--- src/rtl/id_stage.sv ---
// MIPS decode stage: ALU decode, EX/MEM forwarding, load-use interlock and a registered ID/EX slot.
// Define ID_SHIFT_EN to decode SLL/SRL/SRA; otherwise those funct codes decode as invalid.
module id_stage #(
  parameter int unsigned DATA_W   = 32,
  parameter int unsigned REG_AW   = 5,
  parameter int unsigned ALUOP_W  = 8,
  parameter int unsigned ALUSEL_W = 3
) (
  input  logic                clk,
  input  logic                rst,
  input  logic                in_valid,
  output logic                in_ready,
  input  logic [31:0]         pc_i,
  input  logic [31:0]         inst_i,
  output logic [REG_AW-1:0]   reg1_addr_o,
  output logic [REG_AW-1:0]   reg2_addr_o,
  output logic                reg1_read_o,
  output logic                reg2_read_o,
  input  logic [DATA_W-1:0]   reg1_data_i,
  input  logic [DATA_W-1:0]   reg2_data_i,
  input  logic                ex_wreg_i,
  input  logic [REG_AW-1:0]   ex_wd_i,
  input  logic [DATA_W-1:0]   ex_wdata_i,
  input  logic                ex_is_load_i,
  input  logic                mem_wreg_i,
  input  logic [REG_AW-1:0]   mem_wd_i,
  input  logic [DATA_W-1:0]   mem_wdata_i,
  input  logic                flush,
  output logic                out_valid,
  input  logic                out_ready,
  output logic [31:0]         pc_o,
  output logic [ALUOP_W-1:0]  aluop_o,
  output logic [ALUSEL_W-1:0] alusel_o,
  output logic [DATA_W-1:0]   reg1_o,
  output logic [DATA_W-1:0]   reg2_o,
  output logic [REG_AW-1:0]   wd_o,
  output logic                wreg_o,
  output logic                inst_invalid_o
);

  localparam logic [5:0] OP_SPECIAL = 6'b000000;
  localparam logic [5:0] OP_ANDI    = 6'b001100;
  localparam logic [5:0] OP_ORI     = 6'b001101;
  localparam logic [5:0] OP_XORI    = 6'b001110;
  localparam logic [5:0] OP_LUI     = 6'b001111;

  localparam logic [5:0] FN_SLL = 6'b000000;
  localparam logic [5:0] FN_SRL = 6'b000010;
  localparam logic [5:0] FN_SRA = 6'b000011;
  localparam logic [5:0] FN_AND = 6'b100100;
  localparam logic [5:0] FN_OR  = 6'b100101;
  localparam logic [5:0] FN_XOR = 6'b100110;
  localparam logic [5:0] FN_NOR = 6'b100111;

  localparam logic [ALUOP_W-1:0] ALUOP_NOP = ALUOP_W'(8'h00);
  localparam logic [ALUOP_W-1:0] ALUOP_AND = ALUOP_W'(8'h24);
  localparam logic [ALUOP_W-1:0] ALUOP_OR  = ALUOP_W'(8'h25);
  localparam logic [ALUOP_W-1:0] ALUOP_XOR = ALUOP_W'(8'h26);
  localparam logic [ALUOP_W-1:0] ALUOP_NOR = ALUOP_W'(8'h27);
  localparam logic [ALUOP_W-1:0] ALUOP_SLL = ALUOP_W'(8'h7C);
  localparam logic [ALUOP_W-1:0] ALUOP_SRL = ALUOP_W'(8'h02);
  localparam logic [ALUOP_W-1:0] ALUOP_SRA = ALUOP_W'(8'h03);

  localparam logic [ALUSEL_W-1:0] SEL_NOP   = ALUSEL_W'(3'b000);
  localparam logic [ALUSEL_W-1:0] SEL_LOGIC = ALUSEL_W'(3'b001);
  localparam logic [ALUSEL_W-1:0] SEL_SHIFT = ALUSEL_W'(3'b010);

  logic [5:0]          op, funct;
  logic [REG_AW-1:0]   rs, rt, rd;
  logic [ALUOP_W-1:0]  dec_aluop;
  logic [ALUSEL_W-1:0] dec_alusel;
  logic                dec_wreg, dec_invalid;
  logic [REG_AW-1:0]   dec_wd;
  logic [DATA_W-1:0]   imm1, imm2;
  logic [DATA_W-1:0]   opnd1, opnd2;
  logic                hazard;

  assign op    = inst_i[31:26];
  assign funct = inst_i[5:0];
  assign rs    = REG_AW'(inst_i[25:21]);
  assign rt    = REG_AW'(inst_i[20:16]);
  assign rd    = REG_AW'(inst_i[15:11]);

  assign reg1_addr_o = rs;
  assign reg2_addr_o = rt;

  always_comb begin
    dec_aluop   = ALUOP_NOP;
    dec_alusel  = SEL_NOP;
    dec_wreg    = 1'b0;
    dec_wd      = '0;
    dec_invalid = 1'b1;
    reg1_read_o = 1'b0;
    reg2_read_o = 1'b0;
    imm1        = '0;
    imm2        = '0;
    case (op)
      OP_ORI, OP_ANDI, OP_XORI: begin
        dec_alusel  = SEL_LOGIC;
        dec_aluop   = (op == OP_ORI) ? ALUOP_OR : (op == OP_ANDI) ? ALUOP_AND : ALUOP_XOR;
        reg1_read_o = 1'b1;
        imm2        = DATA_W'(inst_i[15:0]);
        dec_wd      = rt;
        dec_wreg    = 1'b1;
        dec_invalid = 1'b0;
      end
      OP_LUI: begin
        dec_alusel  = SEL_LOGIC;
        dec_aluop   = ALUOP_OR;
        imm2        = DATA_W'({inst_i[15:0], 16'h0000});
        dec_wd      = rt;
        dec_wreg    = 1'b1;
        dec_invalid = 1'b0;
      end
      OP_SPECIAL: begin
        case (funct)
          FN_AND, FN_OR, FN_XOR, FN_NOR: begin
            dec_alusel  = SEL_LOGIC;
            dec_aluop   = (funct == FN_AND) ? ALUOP_AND : (funct == FN_OR) ? ALUOP_OR :
                          (funct == FN_XOR) ? ALUOP_XOR : ALUOP_NOR;
            reg1_read_o = 1'b1;
            reg2_read_o = 1'b1;
            dec_wd      = rd;
            dec_wreg    = 1'b1;
            dec_invalid = 1'b0;
          end
`ifdef ID_SHIFT_EN
          FN_SLL, FN_SRL, FN_SRA: begin
            dec_alusel  = SEL_SHIFT;
            dec_aluop   = (funct == FN_SLL) ? ALUOP_SLL : (funct == FN_SRL) ? ALUOP_SRL : ALUOP_SRA;
            imm1        = DATA_W'(inst_i[10:6]);
            reg2_read_o = 1'b1;
            dec_wd      = rd;
            dec_wreg    = 1'b1;
            dec_invalid = 1'b0;
          end
`else
          // Without shift support only the canonical all-zero NOP is a legal funct-0 word.
          FN_SLL: dec_invalid = (inst_i != '0);
`endif
          default: ;
        endcase
      end
      default: ;
    endcase
  end

  // Priority: immediate when not read, $0 is hard zero, then EX, then MEM, then regfile.
  function automatic logic [DATA_W-1:0] pick_operand(
    input logic              rd_en,
    input logic [REG_AW-1:0] addr,
    input logic [DATA_W-1:0] rf_data,
    input logic [DATA_W-1:0] imm,
    input logic              ex_we,
    input logic [REG_AW-1:0] ex_a,
    input logic [DATA_W-1:0] ex_d,
    input logic              mem_we,
    input logic [REG_AW-1:0] mem_a,
    input logic [DATA_W-1:0] mem_d
  );
    if (!rd_en)                      return imm;
    else if (addr == '0)             return '0;
    else if (ex_we && ex_a == addr)  return ex_d;
    else if (mem_we && mem_a == addr) return mem_d;
    else                             return rf_data;
  endfunction

  always_comb begin
    opnd1 = pick_operand(reg1_read_o, rs, reg1_data_i, imm1, ex_wreg_i, ex_wd_i, ex_wdata_i,
                         mem_wreg_i, mem_wd_i, mem_wdata_i);
    opnd2 = pick_operand(reg2_read_o, rt, reg2_data_i, imm2, ex_wreg_i, ex_wd_i, ex_wdata_i,
                         mem_wreg_i, mem_wd_i, mem_wdata_i);
  end

  assign hazard = ex_is_load_i && ex_wreg_i && (ex_wd_i != '0) &&
                  ((reg1_read_o && ex_wd_i == rs) || (reg2_read_o && ex_wd_i == rt));

  assign in_ready = flush || (!hazard && (!out_valid || out_ready));

  always_ff @(posedge clk) begin
    if (rst) begin
      out_valid      <= 1'b0;
      pc_o           <= '0;
      aluop_o        <= '0;
      alusel_o       <= '0;
      reg1_o         <= '0;
      reg2_o         <= '0;
      wd_o           <= '0;
      wreg_o         <= 1'b0;
      inst_invalid_o <= 1'b0;
    end else if (flush) begin
      out_valid <= 1'b0;
    end else if (in_valid && in_ready) begin
      out_valid      <= 1'b1;
      pc_o           <= pc_i;
      aluop_o        <= dec_aluop;
      alusel_o       <= dec_alusel;
      reg1_o         <= opnd1;
      reg2_o         <= opnd2;
      wd_o           <= dec_wd;
      wreg_o         <= dec_wreg;
      inst_invalid_o <= dec_invalid;
    end else if (out_ready) begin
      // Drained with nothing accepted: either a plain transfer or a load-use bubble.
      out_valid <= 1'b0;
    end
  end

endmodule

--- config.mk ---
export PLATFORM = sky130hd
export DESIGN_NAME = id_stage
export DESIGN_NICKNAME = d
export VERILOG_FILES = /design/src/rtl/id_stage.sv
export SDC_FILE = /design/constraint.sdc
export NUM_CORES = 1
export LEC_CHECK = 0
export CAP_MARGIN = 30
export CORE_ASPECT_RATIO = 0.6
export CORE_MARGIN = 4
export CORE_UTILIZATION = 40
export DETAILED_ROUTE_END_ITERATION = 8
export PLACE_DENSITY = 0.89
export SLEW_MARGIN = 40
export SYNTH_ARGS = -nofsm -noshare
export SYNTH_HDL_FRONTEND = slang
export SYNTH_SLANG_ARGS = --single-unit
--- constraint.sdc ---
create_clock -name clk -period 3.3 [get_ports clk]
set_input_delay 0.99 -clock clk [delete_from_list [all_inputs] [get_ports clk]]
set_output_delay 0.99 -clock clk [all_outputs]
set_load 0.01 [all_outputs]
Word level (Yosys, flattened, before mapping) --
Cells that the tools add are included.
Word-level totals: input port bits 210, output and inout bits 128, word-level logic and storage cells 78, bits in latches 0, memories kept 0, memory bits (read-only) 0, RAM bits 0, bits in registers 115
Cells by class: multiply operators 0, reductions and logical operators 28, $add $sub $neg 0, mux-type cells 28, shift operators 0, magnitude comparators 0, eq/ne operators 12, div/mod/pow operators 0, bitwise logic cells 1
Operators with widths (number):
- $mux W32 | 8
- $pmux W32 S2 | 1
- $reduce_bool A32 Y1 | 1
- $eq A6 B4 Y1 const B | 4
- $eq A6 B6 Y1 const B | 4
- $eq A5 B5 Y1 | 4
- $pmux W6 S3 | 1
- $logic_not A6 Y1 | 2
- $logic_and A1 B1 Y1 | 11
- $logic_not A5 Y1 | 2
- $pmux W1 S2 | 5
- $pmux W5 S2 | 1
- $mux W2 | 4
- $reduce_or A4 Y1 | 2
- $mux W1 | 6
- $mux W6 | 1
- $mux W5 | 1
- $reduce_bool A5 Y1 | 1
- $logic_or A1 B1 Y1 | 3
- $reduce_or A3 Y1 | 1
- $logic_not A1 Y1 | 2
- $reduce_and A2 Y1 | 1
- $reduce_bool A2 Y1 | 1
- $reduce_or A2 Y1 | 1
- $not A1 Y1 | 1

Longest topological paths before layout --
Gate-level depths: netlist of run 1.
depth in word-level cells 12, mapped depth 8, mapped depth without buffers 6

Least setup slack after synthesis of run 1 --
OpenSTA, ideal clock, no wires.
path kind input-to-output, start point input inst_i[30], end point output in_ready, stages on the path 7, arrival time 2.253 ns, path slack 0.057 ns, required time 2.310 ns, buffers on the path 2, path through and4bb_1 -> a21boi_2 -> or2_1 -> buf_2 -> o211a_4 -> buf_2 -> o21bai_1
Between the ends: longest elaborated chain between the ends 9, elaborated cells between the ends (all ways) 14, those cells by class eq/ne (3); mux (2); reduce/logical (9)
RTL lines:
- start: declaration | RTL line 14 | input logic [31:0] inst_i,
- $eq A6 B4 Y1 | RTL line 97 | case (op)
- $reduce_or A3 Y1
- $pmux W1 S2 * | RTL line 97
- net reg1_read_o | RTL line 17 | output logic reg1_read_o,
- $logic_and A1 B1 Y1 * | RTL line 176 | ((reg1_read_o && ex_wd_i == rs) || (reg2_read_o && ex_wd_i == rt));
- $logic_or A1 B1 Y1 * | RTL line 176
- $logic_and A1 B1 Y1 * | RTL line 175 | assign hazard = ex_is_load_i && ex_wreg_i && (ex_wd_i != '0) &&
- $logic_not A1 Y1 * | RTL line 178 | assign in_ready = flush || (!hazard && (!out_valid || out_ready));
- $logic_and A1 B1 Y1 * | RTL line 178
- $logic_or A1 B1 Y1 * | RTL line 178
- end: declaration | RTL line 12 | output logic in_ready,
Mark *: on every way through the listed nets, which the timed path passes. The rest lies on a longest branch.

Worst setup path in the final report of run 1 --
start point input inst_i[28], end point output in_ready
Between the ends: longest elaborated chain between the ends 9, elaborated cells between the ends (all ways) 14, those cells by class eq/ne (3); mux (2); reduce/logical (9)
RTL lines (RTL line):
- $eq A6 B4 Y1 | 97
- $reduce_or A3 Y1
- $pmux W1 S2 | 97
- $logic_and A1 B1 Y1 | 176
- $logic_or A1 B1 Y1 * | 176
- $logic_and A1 B1 Y1 * | 175
- $logic_not A1 Y1 * | 178
- $logic_and A1 B1 Y1 * | 178
- $logic_or A1 B1 Y1 * | 178
Mark *: on every way between the ends. The rest lies on a longest branch, timed or not.

==> insert_results.sql, run 1 <==
INSERT INTO impl_metrics (metric_group, metric, value, unit) VALUES
('status', 'outcome', 'completed', ''),
('sta', 'setup_slack', '0.0225', 'ns'),
('logic_synthesis', 'postSynthRegisterBits', '107', ''),
('finish', 'total_inserted_antenna_cells', '0', ''),
('global_route', 'grt_pass1_wl', '39.4', 'mm'),
('flow_run', 'max_cap_viol_count', '0', ''),
('critical_path', 'cp_max_fo', '3', ''),
('pwr', 'power.ir.vdd_worst', '0.263', 'mV'),
('min_path', 'min-delay-start', 'inst_invalid_o', ''),
('critical_path', 'reg2reg_setup_slack', '1.52', 'ns'),
('logic_synthesis', 'yosys.cell_count.top_type', 'dfxtp_1', ''),
('clock_tree', 'h-tree-depth', '3', ''),
('logic_synthesis', 'register_area_share_after_synthesis', '34.4', '%'),
('critical_path', 'endpoint_kind', 'output port', ''),
('floorplan', 'floorplan_core_area', '14800', 'um2'),
('critical_path', 'worstReg2RegEnd', 'reg1_o[15]', ''),
('logic_synthesis', 'synth-edff-count', '0', ''),
('critical_path', 'timing.reg2reg.worst_path_depth', '6', ''),
('sta', 'slew_violations', '0', ''),
('sta', 'timing.final.hold_violations', '0', ''),
('detailed_routing', 'dr_total_vias', '7151', ''),
('clock_tree', 'cts.sink_count', '107', ''),
('pwr', 'power_density', '311', 'nW/um2'),
('clock_tree', 'tritoncts', 'yes', ''),
('logic_synthesis', 'postSynth.topFlopCell', 'dfxtp_1', ''),
('floorplan', 'rows', '34', ''),
('sta', 'unrepaired_setup_endpoints_after_global_routing', 'true', ''),
('critical_path', 'critPathArrivalTime', '2.29', 'ns'),
('finish', 'final_cell_area', '10300', 'um2'),
('detailed_routing', 'first_iter_violations', '640', ''),
('placement', 'hpwl', '19.7', 'mm'),
('floorplan', 'die_area', '17700', 'um2'),
('sta', 'timing.final.crit_share', '99.3', '%'),
('logic_synthesis', 'synthesis.instances', '723', ''),
('logic_synthesis', 'post-synth-top-area-fraction', '34.4', '%'),
('finish', 'finish.cell_count_without_fillers', '1249', ''),
('logic_synthesis', 'yosysWarnings', '0', ''),
('global_route', 'maximum_number_of_pins_on_one_net_before_global_route_repair', '77', ''),
('floorplan', 'fp.dieH', '105', 'um'),
('clock_tree', 'postCtsHoldBufs', '0', ''),
('placement', 'dpl-instance-area', '9880', 'um2'),
('logic_synthesis', 'syn-mean-instance-area', '8.61', 'um2'),
('placement', 'buffers_added_on_ports', '331', ''),
('critical_path', 'cp.required', '2.31', 'ns'),
('min_path', 'holdPathStages', '2', ''),
('logic_synthesis', 'yosys-top-cells-area', 'dfxtp_1 (34%), mux2i_1 (10%), a311oi_2 (7.2%)', ''),
('global_route', 'track_usage', '27.8', '%'),
('clock_tree', 'cts-root-buf', 'clkbuf_16', ''),
('placement', 'place_inst', '1222', ''),
('placement', 'dp_slack', '-0.824', 'ns'),
('logic_synthesis', 'post_synth_arst_share', '0', '%'),
('detailed_routing', 'drt.antenna.violating_nets', '0', ''),
('floorplan', 'initial_core_util', '41.9', '%'),
('critical_path', 'worst_r2r_startpoint', 'out_valid', ''),
('detailed_routing', 'drt_first_pass_iters', '6', ''),
('sta', 'post-route-min-period', '3.28', 'ns'),
('clock_tree', 'max-clock-path-buffers', '2', ''),
('critical_path', 'crit_type', 'primary input to output port', ''),
('clock_tree', 'worst_setup_hold_path_clk_slew', '0.07', 'ns'),
('detailed_routing', 'vias_per_cell', '5.73', ''),
('sta', 'fmax_achieved', '305', 'MHz'),
('logic_synthesis', 'post_synth_instance_area', '6220', 'um2'),
('floorplan', 'die_width', '169', 'um'),
('detailed_routing', 'drt_wl_total', '26.4', 'mm'),
('critical_path', 'start_kind', 'primary input', ''),
('pwr', 'power.leakage', '3.58', 'nW'),
('global_route', 'grt_antenna_before_repair', '0', ''),
('clock_tree', 'worst_skew_pair.late_latency', '0.35', 'ns'),
('detailed_routing', 'drcViolationCount', '0', ''),
('global_route', 'grt.overflow.total', '0', ''),
('finish', 'nets', '1257', '');
## where the power goes
| group | internal, mW | total [mW] | switching (mW) |
|---|---|---|---|
| combinational | 0.451 | 0.786 | 0.335 |
| sequential | 1.34 | 1.36 | 0.0246 |
| clock | 0.542 | 1.06 | 0.523 |
## final cells by class
type | count | area (um2)
well taps | 198 | 248
clock inverters | 5 | 45.0
multi-input cells | 531 | 3720
inverters | 2 | 7.51
clock buffers | 10 | 239
flip-flops and latches | 107 | 2140
fillers | 1119 | 4530
repair buffers | 396 | 3920
## logic make-up (layout without fill, tap and decap cells)
logic type      Yosys count  after routing  share of synthesized area [%]
mux                      64             64                           10.3
buf+inv                  90            413                           8.10
xor+xnor                 17             17                           2.39
compound gates          259            259                           31.0
flops                   107            107                           34.4
other cells               1              6                         0.0603
simple gates            185            185                           13.7
## metrics by stage
stage               utilization [%]  power (mW)  TNS, ns  hold WS (ns)
floorplan                         -        1.66        0         0.486
global placement               66.6        2.14    -5.11         0.455
detailed placement             66.6        2.16   -10.85         0.465
CTS                            69.1        3.21        0         0.478
global route                   69.5        3.33  -0.0394         0.494
finish                         69.5        3.21        0         0.477
## layer usage
layer	vias up	GRT usage (%)	wire length, um
met5	-	0	0
met4	0	6.20	631
met3	55	6.57	2270
met2	377	46.7	12600
met1	3421	36.6	10900
li1	3298	-	-
## cell usage in the layout (no fill, tap or decap), types with 2 or more instances in the layout
cell | netlist | final
a211o_1 | 32 | 32
a21oi_1 | 72 | 72
a22o_1 | 37 | 37
a311oi_1 | 2 | 2
a311oi_2 | 30 | 30
and3_1 | 5 | 2
and3_4 | 0 | 2
buf_12 | 3 | 12
buf_2 | 13 | 5
buf_4 | 25 | 55
buf_6 | 1 | 5
clkbuf_16 | 0 | 9
clkdlybuf4s15_1 | 0 | 6
clkdlybuf4s50_1 | 0 | 302
conb_1 | 1 | 6
dfxtp_1 | 107 | 107
dlygate4sd2_1 | 0 | 7
dlymetal6s2s_1 | 0 | 3
inv_1 | 2 | 2
inv_6 | 0 | 2
mux2i_1 | 64 | 64
nand2_1 | 70 | 70
nand2b_1 | 3 | 3
nand3_1 | 42 | 40
nand3_2 | 0 | 2
nand4_1 | 2 | 2
nor2_1 | 40 | 38
nor2_4 | 1 | 2
nor2b_1 | 2 | 2
nor3_1 | 5 | 4
nor4_1 | 7 | 6
o21a_1 | 2 | 2
o21ai_0 | 71 | 71
o21ai_1 | 3 | 3
xnor2_1 | 8 | 5
xnor2_2 | 0 | 3
xor2_1 | 9 | 9
## flip-flops by register name, summed over array words and instances, names as in the netlist
register / count
alusel_o: 1
out_valid: 1
pc_o: 32
reg1_o: 32
wd_o: 5
aluop_o: 3
inst_invalid_o: 1
reg2_o: 32
## critical path, cell delays in order
cell and delay [ns]:
buf_4 0.13, nor4_4 0.30, and3_4 0.27, and3_4 0.20, o211a_4 0.18, o21bai_1 0.06
buf_2 0.15
## what timing repair did
action,4_1_cts,5_1_grt
endpoints found under the setup margin,3,3
setup buffers,10,2
pin swaps,16,15
resized for setup,66,28
endpoints found under the hold margin,0,0
## worst max path at each step
stage / start / to / slack [ns] / depth (start not counted)
3_3_place_gp: inst_i[2] / in_ready / -0.72 / 7
2_1_floorplan: inst_i[30] / in_ready / 0.06 / 7
5_1_grt: inst_i[28] / in_ready / -0.04 / 7
4_1_cts: inst_i[25] / in_ready / 0.001 / 7
3_5_place_dp: inst_i[26] / in_ready / -0.82 / 7
6_report: inst_i[28] / in_ready / 0.02 / 7
No activity file was read; power rests on OpenSTA's default activity.
==> run 2, diff against run 1 <==
Settings changed: ABC_CLOCK_PERIOD_IN_PS from default to 3300, CORE_MARGIN 4 to default, HOLD_SLACK_MARGIN from default to 0.06.
==> run 2 against run 1 <==
Hold slack got worse by 0.0027 ns. Global-route usage increased by 2.0 points. Sequential power about the same. Combinational power decreased by 1%. Clock skew increased by 0.0062 ns. Clock power about the same. Core utilization decreased by 0.37 points. Cell count decreased by 0.16%. Power decreased by 0.30%. Critical path depth unchanged. Sequential share of layout area increased by 0.11 points. The run now ends with negative setup slack left.
==> insert_results.sql, run 2 (synthesized netlist as in run 1, its figures left out) <==
INSERT INTO impl_metrics (metric_group, metric, value, unit) VALUES
('status', 'outcome', 'finished, violations left', ''),
('status', 'violated_checks', 'negative setup slack', ''),
('sta', 'skew', '0.0161', 'ns'),
('min_path', 'timing.hold.worst_endpoint', 'pc_o[19]', ''),
('critical_path', 'critical_path.slowest_cell', 'nor4_4', ''),
('global_route', 'track_usage', '29.9', '%'),
('finish', 'commonest_non_fill_non_tap_cell_in_the_layout', 'clkdlybuf4s50_1', ''),
('pwr', 'power_density', '312', 'nW/um2'),
('pwr', 'total_switching_power', '0.873', 'mW'),
('min_path', 'min-delay-start', 'pc_o[19]', ''),
('global_route', 'grt_pass1_wl', '37.2', 'mm'),
('floorplan', 'die_width', '163', 'um'),
('global_route', 'maximum_number_of_pins_on_one_net_before_global_route_repair', '65', ''),
('placement', 'gp_congestion', '0.911', ''),
('critical_path', 'cpMostUsedCell', 'and3_4', ''),
('finish', 'finish.cell_count_without_fillers', '1247', ''),
('finish', 'flow.area_growth_from_synthesis', '64.9', '%'),
('pwr', 'power.internal', '2.33', 'mW'),
('pwr', 'power.leakage', '3.56', 'nW'),
('critical_path', 'critPathArrivalTime', '2.31', 'ns'),
('flow_run', 'max_cap_viol_count', '0', ''),
('critical_path', 'cp_cell_sequence', 'clkbuf_2, nor4_4, and3_4, and3_4, o211a_4, o21bai_1, buf_2', ''),
('detailed_routing', 'first_iter_violations', '502', ''),
('clock_tree', 'cts.sink_count', '107', ''),
('critical_path', 'critical_path_buf_inv_count', '2', ''),
('critical_path', 'worstReg2RegEnd', 'reg1_o[16]', ''),
('detailed_routing', 'vias_per_cell', '5.60', ''),
('clock_tree', 'cts-root-buf', 'clkbuf_16', ''),
('floorplan', 'top_level_ports', '338', ''),
('critical_path', 'cp_max_fo', '3', ''),
('critical_path', 'slowest_delay', '0.35', 'ns'),
('sta', 'setup_total_neg_slack', '-0.00117', 'ns'),
('finish', 'nets', '1255', ''),
('critical_path', 'reg2reg_setup_slack', '1.54', 'ns'),
('pwr', 'power.ir.vdd_worst', '0.256', 'mV'),
('sta', 'fmax_achieved', '303', 'MHz'),
('clock_tree', 'h-tree-depth', '3', ''),
('critical_path', 'cp.required', '2.31', 'ns'),
('floorplan', 'floorplan_core_area', '14800', 'um2'),
('floorplan', 'initial_core_util', '41.9', '%'),
('finish', 'fraction_of_final_layout_cells_with_drive_strength_greater_than_1', '13.8', '%'),
('finish', 'finalCoreUtilization', '69.1', '%'),
('detailed_routing', 'dr_total_vias', '6988', ''),
('clock_tree', 'worst_setup_hold_path_clk_slew', '0.08', 'ns'),
('finish', 'total_inserted_antenna_cells', '0', ''),
('clock_tree', 'max-clock-path-buffers', '2', ''),
('global_route', 'grt.overflow.total', '0', ''),
('critical_path', 'worst_r2r_startpoint', 'out_valid', ''),
('pwr', 'seqPwrFrac', '42.5', '%'),
('sta', 'slew_violations', '0', ''),
('floorplan', 'fp.dieH', '98.6', 'um'),
('sta', 'timing.final.crit_share', '100', '%'),
('clock_tree', 'worst_skew_pair.late_latency', '0.35', 'ns'),
('critical_path', 'top_delay_family_on_crit_path', 'simple AND/OR/NAND/NOR gates', ''),
('floorplan', 'rows', '34', ''),
('critical_path', 'timing.reg2reg.worst_path_depth', '6', ''),
('sta', 'post-route-min-period', '3.30', 'ns'),
('placement', 'buffers_added_on_ports', '331', ''),
('sta', 'timing.final.hold_violations', '0', ''),
('min_path', 'holdPathStages', '2', ''),
('detailed_routing', 'drt_wl_total', '24.7', 'mm'),
('clock_tree', 'numCtsBuffers', '9', ''),
('pwr', 'clock_share_of_power', '33.3', '%'),
('placement', 'dp_slack', '-0.863', 'ns'),
('placement', 'hpwl', '18.4', 'mm'),
('placement', 'place_inst', '1225', ''),
('detailed_routing', 'drt.antenna.violating_nets', '0', ''),
('critical_path', 'start_kind', 'primary input', ''),
('min_path', 'holdCritPathClass', 'flip-flop to flip-flop', ''),
('global_route', 'number_of_global_route_vias_before_repair', '6931', ''),
('sta', 'finalSetupViolCount', '1', ''),
('finish', 'final_cell_mix', 'clkdlybuf4s50_1 (302), dfxtp_1 (107), a21oi_1 (72)', ''),
('global_route', 'grt_antenna_before_repair', '0', ''),
('clock_tree', 'tritoncts', 'yes', ''),
('pwr', 'power.combinational.fraction', '24.2', '%'),
('detailed_routing', 'avgRoutedWirePerCell', '19.8', 'um'),
('detailed_routing', 'drt_first_pass_iters', '5', ''),
('pwr', 'power_switching_share', '27.3', '%'),
('sta', 'setup_slack', '-0.00117', 'ns'),
('floorplan', 'die_area', '16100', 'um2'),
('critical_path', 'crit_type', 'primary input to output port', ''),
('finish', 'top_regs', 'pc_o x32, reg1_o x32, reg2_o x32', ''),
('critical_path', 'cp.depth', '7', ''),
('detailed_routing', 'drcViolationCount', '0', ''),
('pwr', 'power', '3.20', 'mW'),
('critical_path', 'endpoint_kind', 'output port', '');
-- run 2: worst max-delay path by stage --
stage,from,end,slack [ns]
2_1_floorplan,inst_i[30],in_ready,0.06
3_3_place_gp,inst_i[26],in_ready,-0.77
3_5_place_dp,inst_i[26],in_ready,-0.86
4_1_cts,inst_i[25],in_ready,0.003
5_1_grt,inst_i[27],in_ready,-0.05
6_report,inst_i[27],in_ready,-0.001
-- run 2: metrics by stage --
stage	hold WS, ns	area [um2]
6_report	0.474	10300
4_1_cts	0.476	10200
3_3_place_gp	0.460	9900
5_1_grt	0.497	10300
2_1_floorplan	0.486	6240
3_5_place_dp	0.465	9900
-- run 2: routing by layer --
layer / GRT usage [%] / vias to the layer above / routed length [um]
li1: - / 3287 / -
met1: 37.7 / 3292 / 10300
met2: 50.0 / 353 / 11700
met3: 6.27 / 56 / 1880
met4: 11.2 / 0 / 806
met5: 0 / - / 0
-- run 2: power by group through the flow --
stage	combinational (mW)	clock [mW]	sequential [mW]
after floorplan	0.253	0	1.41
after global placement	0.749	0	1.39
after detailed placement	0.762	0	1.39
after CTS	0.761	1.08	1.36
after global routing	0.826	1.15	1.37
final	0.776	1.07	1.36
-- run 2: what timing repair did --
action                     CTS  global route
pin swaps                   17            12
setup buffers                6             1
setup endpoints to repair    3             2
resized for setup           67            21
hold buffers                 0             0
-- run 2: layout make-up --
cell class	count	area, um2
Sequential cell	107	2140
Timing Repair Buffer	394	3880
Fill cell	1144	4580
Clock inverter	5	46.3
Inverter	2	7.51
Tap cell	198	248
Clock buffer	10	239
Multi-Input combinational cell	531	3700
-- run 2: worst min-delay path: cells and delay by family (launching register included) --
| family | cells | cell delay, ns |
|---|---|---|
| flops | 1 | 0.31 |
| compound gates | 2 | 0.12 |
